**src/rtl/pipe_stage_skid.sv**
```systemverilog
// Pipeline stage register with valid/ready handshake and a one-entry skid buffer.
// Adds synchronous flush (bubble insertion) and a saturating back-pressure counter.
module pipe_stage_skid #(
    parameter int          DATA_W   = 96,
    parameter int          CTRL_W   = 3,
    parameter logic [31:0] NOP_INST = 32'h0000_0013,
    parameter int          CNT_W    = 16
) (
    input  logic              clk,
    input  logic              rst,
    input  logic              flush,
    input  logic              in_valid,
    output logic              in_ready,
    input  logic [DATA_W-1:0] in_data,
    input  logic [31:0]       in_inst,
    input  logic [CTRL_W-1:0] in_ctrl,
    output logic              out_valid,
    input  logic              out_ready,
    output logic [DATA_W-1:0] out_data,
    output logic [31:0]       out_inst,
    output logic [CTRL_W-1:0] out_ctrl,
    output logic [4:0]        out_waddr,
    output logic [CNT_W-1:0]  stall_cnt
);

    typedef enum logic [1:0] {EMPTY, ONE, TWO} state_t;

    state_t state, state_next;

    logic [DATA_W-1:0] main_data, skid_data;
    logic [31:0]       main_inst, skid_inst;
    logic [CTRL_W-1:0] main_ctrl, skid_ctrl;

    logic in_fire, out_fire;
    logic load_main_in, load_main_skid, load_skid;

    // Entry validity is carried entirely by the state encoding.
    assign out_valid = (state != EMPTY);
    assign in_ready  = (state != TWO);
    assign in_fire   = in_valid & in_ready;
    assign out_fire  = out_valid & out_ready;

    assign out_data  = main_data;
    assign out_inst  = main_inst;
    assign out_ctrl  = out_valid ? main_ctrl : '0;
    assign out_waddr = main_inst[11:7];

    always_ff @(posedge clk or negedge rst) begin
        if (!rst) state <= EMPTY;
        else      state <= state_next;
    end

    always_comb begin
        state_next     = state;
        load_main_in   = 1'b0;
        load_main_skid = 1'b0;
        load_skid      = 1'b0;
        if (flush) begin
            state_next = EMPTY;
        end else begin
            case (state)
                EMPTY: begin
                    if (in_fire) begin
                        load_main_in = 1'b1;
                        state_next   = ONE;
                    end
                end
                ONE: begin
                    if (in_fire && out_fire) begin
                        load_main_in = 1'b1;
                    end else if (in_fire) begin
                        load_skid  = 1'b1;
                        state_next = TWO;
                    end else if (out_fire) begin
                        state_next = EMPTY;
                    end
                end
                TWO: begin
                    if (out_fire) begin
                        load_main_skid = 1'b1;
                        state_next     = ONE;
                    end
                end
                default: state_next = EMPTY;
            endcase
        end
    end

    // Flush turns the main entry into a NOP bubble but leaves the payload untouched.
    always_ff @(posedge clk or negedge rst) begin
        if (!rst) begin
            main_data <= '0;
            main_inst <= NOP_INST;
            main_ctrl <= '0;
            skid_data <= '0;
            skid_inst <= NOP_INST;
            skid_ctrl <= '0;
        end else begin
            if (flush) begin
                main_inst <= NOP_INST;
                main_ctrl <= '0;
            end else if (load_main_in) begin
                main_data <= in_data;
                main_inst <= in_inst;
                main_ctrl <= in_ctrl;
            end else if (load_main_skid) begin
                main_data <= skid_data;
                main_inst <= skid_inst;
                main_ctrl <= skid_ctrl;
            end
            if (load_skid) begin
                skid_data <= in_data;
                skid_inst <= in_inst;
                skid_ctrl <= in_ctrl;
            end
        end
    end

    always_ff @(posedge clk or negedge rst) begin
        if (!rst) begin
            stall_cnt <= '0;
        end else if (out_valid && !out_ready && (stall_cnt != {CNT_W{1'b1}})) begin
            stall_cnt <= stall_cnt + CNT_W'(1);
        end
    end

endmodule

```
**config.mk**
```make
export PLATFORM = sky130hd
export DESIGN_NAME = pipe_stage_skid
export DESIGN_NICKNAME = d
export VERILOG_FILES = /design/src/rtl/pipe_stage_skid.sv
export SDC_FILE = /design/constraint.sdc
export NUM_CORES = 1
export LEC_CHECK = 0
export BUFFER_PORTS_ARGS = -buffer_cell sky130_fd_sc_hd__buf_2
export CORE_MARGIN = 2
export CORE_UTILIZATION = 53
export DETAILED_ROUTE_END_ITERATION = 12
export PLACE_DENSITY = 0.78
export RECOVER_POWER = 50
export SETUP_SLACK_MARGIN = 0.05
export SLEW_MARGIN = 20
export SYNTH_ARGS = -nofsm -noshare
export SYNTH_HDL_FRONTEND = slang
export SYNTH_SLANG_ARGS = --single-unit
```
**constraint.sdc**
```tcl
create_clock -name clk -period 2.43 [get_ports clk]
set_input_delay 0.486 -clock clk [delete_from_list [all_inputs] [get_ports clk]]
set_output_delay 0.486 -clock clk [all_outputs]
set_load 0.005 [all_outputs]
```
==> results of run 1 <==
==> final cells by class <==
type / instances / area [sq um]
Multi-Input combinational cell: 602 / 4120
Timing Repair Buffer: 308 / 1620
Clock buffer: 42 / 825
Antenna cell: 4 / 10.0
Sequential cell: 280 / 7010
Inverter: 8 / 30.0
Fill cell: 1642 / 7000
Tap cell: 275 / 344
Clock inverter: 12 / 123
==> cells in the final DEF (no fill, tap or decap), types with 2 or more instances in the layout <==
| master | Yosys | final |
|---|---|---|
| a21oi_1 | 6 | 5 |
| a22oi_1 | 96 | 96 |
| a2bb2oi_1 | 32 | 32 |
| buf_12 | 0 | 8 |
| buf_2 | 26 | 235 |
| buf_4 | 14 | 5 |
| bufinv_16 | 0 | 2 |
| clkbuf_1 | 21 | 62 |
| clkbuf_16 | 0 | 29 |
| clkbuf_2 | 0 | 3 |
| clkbuf_8 | 0 | 5 |
| clkinv_2 | 0 | 6 |
| clkinvlp_4 | 0 | 2 |
| dfrtp_1 | 274 | 274 |
| dfstp_2 | 6 | 6 |
| diode_2 | 0 | 4 |
| inv_1 | 8 | 8 |
| mux2_1 | 34 | 34 |
| mux2_2 | 101 | 101 |
| nand2_1 | 233 | 233 |
| nand2b_1 | 2 | 2 |
| nand3_1 | 5 | 5 |
| nand4_1 | 4 | 4 |
| nor2_1 | 11 | 11 |
| nor2b_1 | 6 | 6 |
| nor3_1 | 5 | 4 |
| nor4_2 | 2 | 2 |
| nor4b_1 | 2 | 2 |
| o21ai_0 | 33 | 33 |
| o22ai_1 | 3 | 3 |
| xnor2_1 | 2 | 2 |
| xor2_1 | 10 | 10 |
==> registers in the layout, indices dropped and copies added (netlist names) <==
| name | count |
|---|---|
| out_data | 96 |
| skid_data | 96 |
| out_inst | 32 |
| skid_inst | 32 |
| stall_cnt | 16 |
| main_ctrl | 3 |
| skid_ctrl | 3 |
| state | 2 |
==> cells by family (layout without fill, tap and decap cells) <==
group	after synthesis	after routing	synth area share
other cells	0	4	0
xor+xnor	12	12	0.00918
simple gates	278	278	0.102
mux	136	136	0.134
flops	280	280	0.612
compound gates	175	175	0.110
buf+inv	74	370	0.0317
fa+ha+maj	1	1	0.00109
==> worst max-delay path by stage <==
stage	from	to	slack, ps	cells after the start
2_1_floorplan	out_ready	skid_data[68]	670	5
3_3_place_gp	out_ready	skid_data[59]	220	6
3_5_place_dp	out_ready	skid_data[73]	160	6
4_1_cts	state[1]	out_data[18]	410	5
5_1_grt	state[1]	out_data[11]	270	5
6_report	state[1]	out_data[18]	410	5
==> repair_timing <==
item	CTS	global route
setup endpoints to repair	0	0
setup buffers	0	0
hold buffers	1	0
hold endpoints to repair	53	0
==> layer usage <==
metal / part of all wire / up-vias / global-route usage
met4: 0.023 / 0 / 0.0766
met5: 0 / - / 0
met1: 0.42 / 4246 / 0.310
met2: 0.48 / 304 / 0.387
li1: - / 3890 / -
met3: 0.081 / 44 / 0.0611
==> critical path: stages, from the launching register on <==
cell and delay [ps]:
dfrtp_1 470, nor2b_1 180, a31oi_4 680, buf_4 420, nand2_1 110, nand2_1 80
==> metrics by stage <==
step / utilization / total power [uW]
finish: 0.668 / 12500
CTS: 0.673 / 12700
global route: 0.668 / 13200
global placement: 0.628 / 8160
floorplan: - / 7300
detailed placement: 0.628 / 8290
==> synthesized netlist by cell type (all sizes together) (2+ instances only) <==
cell type / number
o22ai: 3
nand3: 5
buf: 45
a22oi: 96
clkbuf: 21
nand2b: 2
xnor2: 2
nand4: 5
nor2: 11
inv: 8
nor4: 3
nor3: 6
dfstp: 6
a2bb2oi: 32
xor2: 10
a21oi: 6
nor2b: 6
nand2: 233
nor4b: 2
o21ai: 33
dfrtp: 274
mux2: 135
==> power groups by stage <==
stage / Combinational [uW] / Clock (uW) / Sequential, uW
final: 1920 / 4370 / 6260
after global routing: 2150 / 4670 / 6370
after CTS: 2000 / 4450 / 6240
after detailed placement: 1980 / 0 / 6310
after global placement: 1900 / 0 / 6260
after floorplan: 1070 / 0 / 6230
==> run metrics, run 1 <==
status=finished, final reports clean; CP startpoint kind=register; DR DRC count=0; HP Class=in -> reg; Reg2Reg Setup Slack=about 410 ps; Post-synth EDFFs=0; reg2reg end=out_data[18]; synth unique cells=40; # IOs=290; worst endpoint data arrival time=2490 ps; Final Hold Fails=0; DR WL/cell=~18 microns; grt ovf=0; Ys Warns=0; cells after synthesis=between 900 and 1000; Setup TNS=0 ps; drt via density=approximately 5.5; critical path peak fanout=26; Starting Density=0.543; internal power=about 9000 uW; syn_area_per_cell=12.0 sq um; R2R Path Start=state[1]; pre-CTS WS=159 ps; Power Density=between 800 and 900 nW/um^2; DP HPWL=approximately 17 mm; Hold Crit Depth=3; Layout Area Growth over Synthesis=23.0%; Die Ht=151 microns; Synth Flop Type=dfrtp_1; combinational share of power=0.153; hold endpoint=out_data[11]; DP Area=around 13000 sq um; Worst-path clk slew=about 60 ps; Critical Path End Type=register; register bit count reported by yosys=280; top cell type's share of synthesized area=0.599; placed cell count=1472; clock insertion delay at the later pin of the skew report=540 ps; P_leak=0.00696 uW; Vias=~8500; CP Class=reg -> reg; Max transition margin=0.320; Clock Root Buffer=clkbuf_16; maximum VDD drop=around 0.00073 V; clock sinks=280; post-route design area=about 14000 sq um; Final #Nets=about 1400; Worst Clk Skew=about 11 ps; IO buf count=approximately 290; part of the power in registers=0.499; Slew Limit Fails=0; Placer Congestion=0.836; Worst Tran Pin Value=1020 ps; post-synthesis sequential area ratio=0.612; drt first pass iters=5; total global-route track usage=0.236; fmax=496 MHz; Net Sw Frac=0.262; RSZ-0062 raised after global routing=false; CP required=2900 ps; Tcrit/Tclk final=0.829; max cap viols=0; Synth area leader=dfrtp_1; Finished Layout Cells=about 1500; vias in the first global route=8487; core area=21100 sq um; layout cell share with drive strength beyond 1=0.332; H-tree lvl count=1; CTS tree=yes; final WL=around 28 mm; FFs w/ async S/R, synth=1.00; syn nets=1093; maximum clock insertion buffer count=3; first-pass GRT wire length=roughly 43 mm; CTS Buf Count=29; initial antenna violation count=4; Chip Width=151 microns; Setup-failing EPs final=0; initial DRC count=roughly 510; largest net degree at the start of global routing=100; P_sw=roughly 3300 uW; Final min period=between 2000 and 2500 ps; R2R cell count=5; total die area=approximately 23000 sq um; Clock power frac=0.348; Mapped Area=roughly 11000 sq um; antenna-violating nets left=0; Hold WS=180 ps; Post-CTS Resized=0; ranking of synthesized cells by area=dfrtp_1 (60%), mux2_2 (9.9%), nand2_1 (7.6%); std cell rows=53; setup ws final=~410 ps; Hold Crit Start=in_data[11]
(Power assumes the default switching activity.)
==> run 2, diff against run 1 <==
--- a/config.mk
+++ b/config.mk
@@ -7,9 +7,9 @@
 export LEC_CHECK = 0
 export BUFFER_PORTS_ARGS = -buffer_cell sky130_fd_sc_hd__buf_2
 export CORE_MARGIN = 2
-export CORE_UTILIZATION = 53
+export CORE_UTILIZATION = 48
 export DETAILED_ROUTE_END_ITERATION = 12
-export PLACE_DENSITY = 0.78
+export PLACE_DENSITY = 0.74
 export RECOVER_POWER = 50
 export SETUP_SLACK_MARGIN = 0.05
 export SLEW_MARGIN = 20
==> constraint.sdc (replaced) <==
create_clock -name clk -period 1.7 [get_ports clk]
set_input_delay 0.34 -clock clk [delete_from_list [all_inputs] [get_ports clk]]
set_output_delay 0.34 -clock clk [all_outputs]
set_load 0.005 [all_outputs]
==> run metrics, run 2 (same netlist as run 1, synthesis figures left out) <==
status=finished with violations; failing checks=setup timing; clock insertion delay at the later pin of the skew report=530 ps (about the same); final WL=33.2 mm (+20%); footprint of the multi-input gates=4700 sq um (+14%); Chip Width=158 microns (+4.9%); Slew Limit Fails=0 (unchanged); worst endpoint data arrival time=2230 ps (-260 ps); fmax=551 MHz (+11%); Metal-1 WL=13.3 mm (+16%); Final min period=1820 ps (-200 ps); DR DRC count=0 (unchanged); IO buf count=289 (unchanged); Vias=9188 (+8.3%); initial DRC count=519 (+2.8%); total die area=25100 sq um (+10%); DR WL/cell=19.9 microns (+10%); Worst Clk Skew=7.71 ps (-3.65 ps); Clock Root Buffer=clkbuf_16; RSZ-0062 raised after global routing=true; most frequent cells in the layout=buf_2 (286), dfrtp_1 (274), nand2_1 (130), mux2_2 (93), a22oi_1 (92); part of the power in registers=0.473 (-0.026); met2 routed WL=16.8 mm (+26%); met3 routed WL=2.25 mm (+1.3%); internal power=14100 uW (+52%); Util after Layout=0.693 (+0.0254); HP Class=in -> reg; CTS Buf Count=29 (unchanged); Max transition margin=0.448 (+0.129); maximum VDD drop=0.000953 V (+30%); CP Class=reg -> reg; drt first pass iters=5 (unchanged); DP HPWL=19.3 mm (+10%); std cell rows=56 (+5.7%); layout cell share with drive strength beyond 1=0.514 (+0.181); largest net degree at the start of global routing=58 (-42%); Critical Path End Type=register; P_sw=5130 uW (+56%); core area=23500 sq um (+11%); Worst-path clk slew=60 ps (about the same); Worst Tran Pin Value=827 ps (-193 ps); Final Hold Fails=0 (unchanged); Final #Nets=1465 (+7.2%); Setup-failing EPs final=181 (+181); initial antenna violation count=1 (-3); Starting Density=0.488 (-0.0552); Placer Congestion=0.814 (-2.7%); register area=7010 sq um (unchanged); first-pass GRT wire length=46.8 mm (+8.1%); max layer used=met4; combinational share of power=0.185 (+0.032); maximum clock insertion buffer count=3 (unchanged); P_leak=0.00805 uW (+16%); Clock power frac=0.342 (-0.006); Tcrit/Tclk final=1.07 (+0.239); leading cell type in the layout, fill and taps excluded=buf_2; Power Density=1180 nW/um^2 (+32%); CTS tree=yes; CP required=2120 ps (-780 ps); clock sinks=280 (unchanged); placed cell count=1571 (+6.7%); Die Ht=158 microns (+4.9%); vias in the first global route=9095 (+7.2%); antenna-violating nets left=0 (unchanged); # IOs=290 (unchanged); H-tree lvl count=1 (unchanged); CP startpoint kind=register; Finished Layout Cells=1669 (+9.0%); Layout Area Growth over Synthesis=42.1%; max cap viols=0 (unchanged); setup ws final=-115 ps (-530 ps); total global-route track usage=0.234 (-0.00257); Fill cells=1634 (-0.49%); critical path peak fanout=8 (-69%); Net Sw Frac=0.267 (+0.00533); drt via density=5.51 (-0.66%); grt ovf=0 (unchanged)
-- run 2: area by class of cell --
type	count	area share
antenna	1	0.000154
multi-input combinational	602	0.289
timing repair buffer	407	0.193
tap	319	0.0245
clock inverter	13	0.0111
clock buffer	39	0.0500
inverter	8	0.00200
sequential	280	0.431
-- run 2: per-layer routing --
metal | GRT usage | up-vias
li1 | - | 4106
met2 | 0.396 | 348
met3 | 0.0476 | 68
met1 | 0.306 | 4666
met4 | 0.0678 | 0
met5 | 0 | -
-- run 2: worst paths after layout --
kind | from | end | slack [ps] | cells past startpoint
worst max-delay path | state[0] | skid_data[71] | -120 | 7
worst min-delay path | in_data[45] | out_data[45] | 30 | 3
worst max register to register | state[0] | skid_data[71] | -120 | 7
worst min register to register | out_data[78] | out_data[78] | 470 | 2
max in group asynchronous | rst | out_data[7] | 210 | 3
min in group asynchronous | rst | out_inst[8] | 480 | 2
-- run 2: worst max-delay path, cell delays in order (launching register included) --
cell and delay, ps:
dfrtp_1 410, buf_4 150, nand2b_4 60, nor3_4 170, buf_12 150, buf_12 140, bufbuf_16 280, mux2_2 330
-- run 2: power by group through the flow --
stage / clock network, uW / registers (uW) / logic [uW]
CTS: 6690 / 8950 / 3220
global route: 6970 / 9220 / 3910
global placement: 0 / 8930 / 2910
detailed placement: 0 / 9000 / 3040
finish: 6580 / 9080 / 3550
floorplan: 0 / 8900 / 1540
-- run 2: per-stage QoR --
step	area (sq um)	worst slack (ps)	hold slack, ps	setup TNS (ps)	total power [uW]
6_report	16300	-115	33.4	-8550	19200
4_1_cts	15400	-58.4	10.2	-526	18900
3_3_place_gp	13900	-71.2	328	-7120	11800
3_5_place_dp	13900	-109	325	-10640	12000
2_1_floorplan	11500	-6.98	44.4	-6.98	10400
5_1_grt	16300	-171	16.7	-17810	20100
-- run 2: timing repair --
| action | CTS | global route |
|---|---|---|
| setup endpoints to repair | 150 | 265 |
| gates cloned | 6 | 19 |
| hold buffers | 1 | 0 |
| setup buffers | 9 | 10 |
| hold endpoints to repair | 45 | 0 |
| resized for setup | 59 | 137 |
| pin swaps | 40 | 39 |
==> run 3, diff against run 2 <==
--- a/config.mk
+++ b/config.mk
@@ -7,9 +7,9 @@
 export LEC_CHECK = 0
 export BUFFER_PORTS_ARGS = -buffer_cell sky130_fd_sc_hd__buf_2
 export CORE_MARGIN = 2
-export CORE_UTILIZATION = 48
+export CORE_UTILIZATION = 25
 export DETAILED_ROUTE_END_ITERATION = 12
-export PLACE_DENSITY = 0.74
+export PLACE_DENSITY = 0.43
 export RECOVER_POWER = 50
 export SETUP_SLACK_MARGIN = 0.05
 export SLEW_MARGIN = 20
==> run metrics, run 3 (same netlist as run 1, synthesis figures left out) <==
Final min period=1790 ps (-20.7 ps); antenna-violating nets left=0 (unchanged); CP Class=reg -> reg; maximum clock insertion buffer count=3 (unchanged); Final Hold Fails=0 (unchanged); maximum VDD drop=0.000748 V (-21%); end point of the critical path=out_inst[15]; P_leak=0.00803 uW (-0.33%); total die area=47500 sq um (+89%); largest net degree at the start of global routing=56 (-3.4%); internal power=14600 uW (+3.8%); core area=45300 sq um (+93%); fmax=557 MHz (+1.2%); final WL=36.8 mm (+11%); Power Density=1200 nW/um^2 (+1.6%); # IOs=290 (unchanged); Power, Total=19900 uW (+3.4%); Hold WS=34.3 ps (+0.875 ps); most frequent cells in the layout=buf_2 (289), dfrtp_1 (274), nand2_1 (218), a22oi_1 (87), mux2_2 (82); slowest library cell on the worst path=dfrtp_1; Worst-path clk slew=60 ps (about the same); Max transition margin=0.300 (-0.149); Setup TNS=-7510 ps (+1040 ps); leading cell type in the layout, fill and taps excluded=buf_2; IO buf count=289 (unchanged); reg2reg end=out_inst[15]; Fill cells=4507 (+180%); clock insertion delay at the later pin of the skew report=540 ps (about the same); setup ws final=-94.4 ps (+20.7 ps); Final #Nets=1476 (+0.75%); Tcrit/Tclk final=1.06 (-0.0122); CTS tree=yes; CP required=2160 ps (+40 ps); Most common cell on crit path=buf_4; clock sinks=280 (unchanged); combinational share of power=0.178 (-0.007); grt ovf=0 (unchanged); CP startpoint kind=register; max cap viols=0 (unchanged); Worst Clk Skew=12.4 ps (+4.68 ps); Vias=8886 (-3.3%); footprint of the multi-input gates=4530 sq um (-3.6%); drt via density=4.52 (-18%); Chip Width=218 microns (+38%); critical path peak fanout=9 (+1); initial DRC count=375 (-28%); Placer Congestion=0.762 (-6.3%); Reg2Reg Setup Slack=-90 ps (+20 ps); Critical Path End Type=register; DR DRC count=0 (unchanged); HP Class=in -> reg; worst endpoint data arrival time=2260 ps (+30 ps); status=finished with violations; part of the power in registers=0.449 (-0.024); total global-route track usage=0.145 (-0.0885); std cell rows=78 (+39%); P_sw=5250 uW (+2.4%); R2R cell count=9 (+2); Net Sw Frac=0.265 (-0.00258); Starting Density=0.253 (-0.235); CTS Buf Count=36 (+24%); DR WL/cell=18.7 microns (-6.0%); Die Ht=218 microns (+38%); Setup-failing EPs final=181 (unchanged); DP HPWL=22.8 mm (+18%); Clock power frac=0.373 (+0.031); RSZ-0062 raised after global routing=true; register area=7010 sq um (unchanged); beginning of the critical path=state[0]; failing checks=setup timing; Slew Limit Fails=0 (unchanged); initial antenna violation count=7 (+6); vias in the first global route=8903 (-2.1%); layout cell share with drive strength beyond 1=0.469 (-0.0446); first-pass GRT wire length=53.6 mm (+14%); Worst path max stage delay=390 ps (-20 ps); H-tree lvl count=2 (+1); crit path cell chain=buf_4 -> buf_4 -> nor2b_4 -> nor3_4 -> buf_6 -> buf_12 -> clkbuf_16 -> nand2_1 -> a2bb2oi_2; R2R Path Start=state[0]; Worst Tran Pin Value=1050 ps (+223 ps); Layout Area Growth over Synthesis=44.7%; drt first pass iters=4 (-1); Clock Root Buffer=clkbuf_16
## run 3: cell count changes in the layout (fill, tap and decap cells not counted), sizes merged, moves of 2 or more
cell,before,now
bufbuf,3,0
diode,1,3
clkinv,5,3
bufinv,4,1
dlygate4sd3,1,12
buf,378,380
clkbuf,64,74
## run 3: critical path, delay by kind of cell, from the launching register on
family,cells,cell delay [ps]
and+or+nand+nor,3,460
buffers and inverters,5,750
AOI/OAI and AO/OA,1,120
DFF,1,390
## run 3: per-stage QoR
stage | cells | area, sq um | util | worst slack (ps)
global placement | 1856 | 14300 | 0.315 | -83.6
floorplan | 956 | 11500 | - | -6.98
global route | 1965 | 16600 | 0.366 | -164
finish | 1965 | 16600 | 0.366 | -94.4
detailed placement | 1856 | 14300 | 0.315 | -82.5
CTS | 1941 | 16000 | 0.353 | -124
## run 3: power by group through the flow
stage,logic [uW],registers [uW],clock network (uW)
2_1_floorplan,1540,8900,0
3_3_place_gp,3080,8930,0
3_5_place_dp,3150,8970,0
4_1_cts,3420,8890,7720
5_1_grt,3900,9090,7970
6_report,3530,8910,7410
## run 3: layout make-up
cell class	instances	share of cell area
Sequential cell	280	0.423
Multi-Input combinational cell	602	0.273
Antenna cell	3	0.000453
Inverter	8	0.00181
Timing Repair Buffer	411	0.187
Clock inverter	6	0.00385
Tap cell	600	0.0453
Clock buffer	55	0.0648
## run 3: routing by layer
layer  part of all wire  GRT usage  vias up
met4              0.029     0.0574        6
met2               0.47      0.223      244
met1               0.44      0.196     4440
met5             0.0011          0        -
met3              0.061     0.0368       60
li1                   -          -     4136
## run 3: what timing repair did
action	in CTS	in global routing
gates resized for setup	71	51
hold buffers	12	0
setup endpoints to repair	151	273
gates cloned	3	14
setup buffers	9	7
hold endpoints to repair	35	0
pin swaps	24	6
## run 3: how the worst min path moves through the flow
stage	from	endpoint	slack [ps]	cells after the start
2_1_floorplan	rst	main_ctrl[0]	40	0
3_3_place_gp	rst	out_data[83]	270	1
3_5_place_dp	rst	out_data[83]	260	1
4_1_cts	in_data[40]	out_data[40]	1	3
5_1_grt	in_data[69]	out_data[69]	20	3
6_report	in_data[40]	out_data[40]	30	3
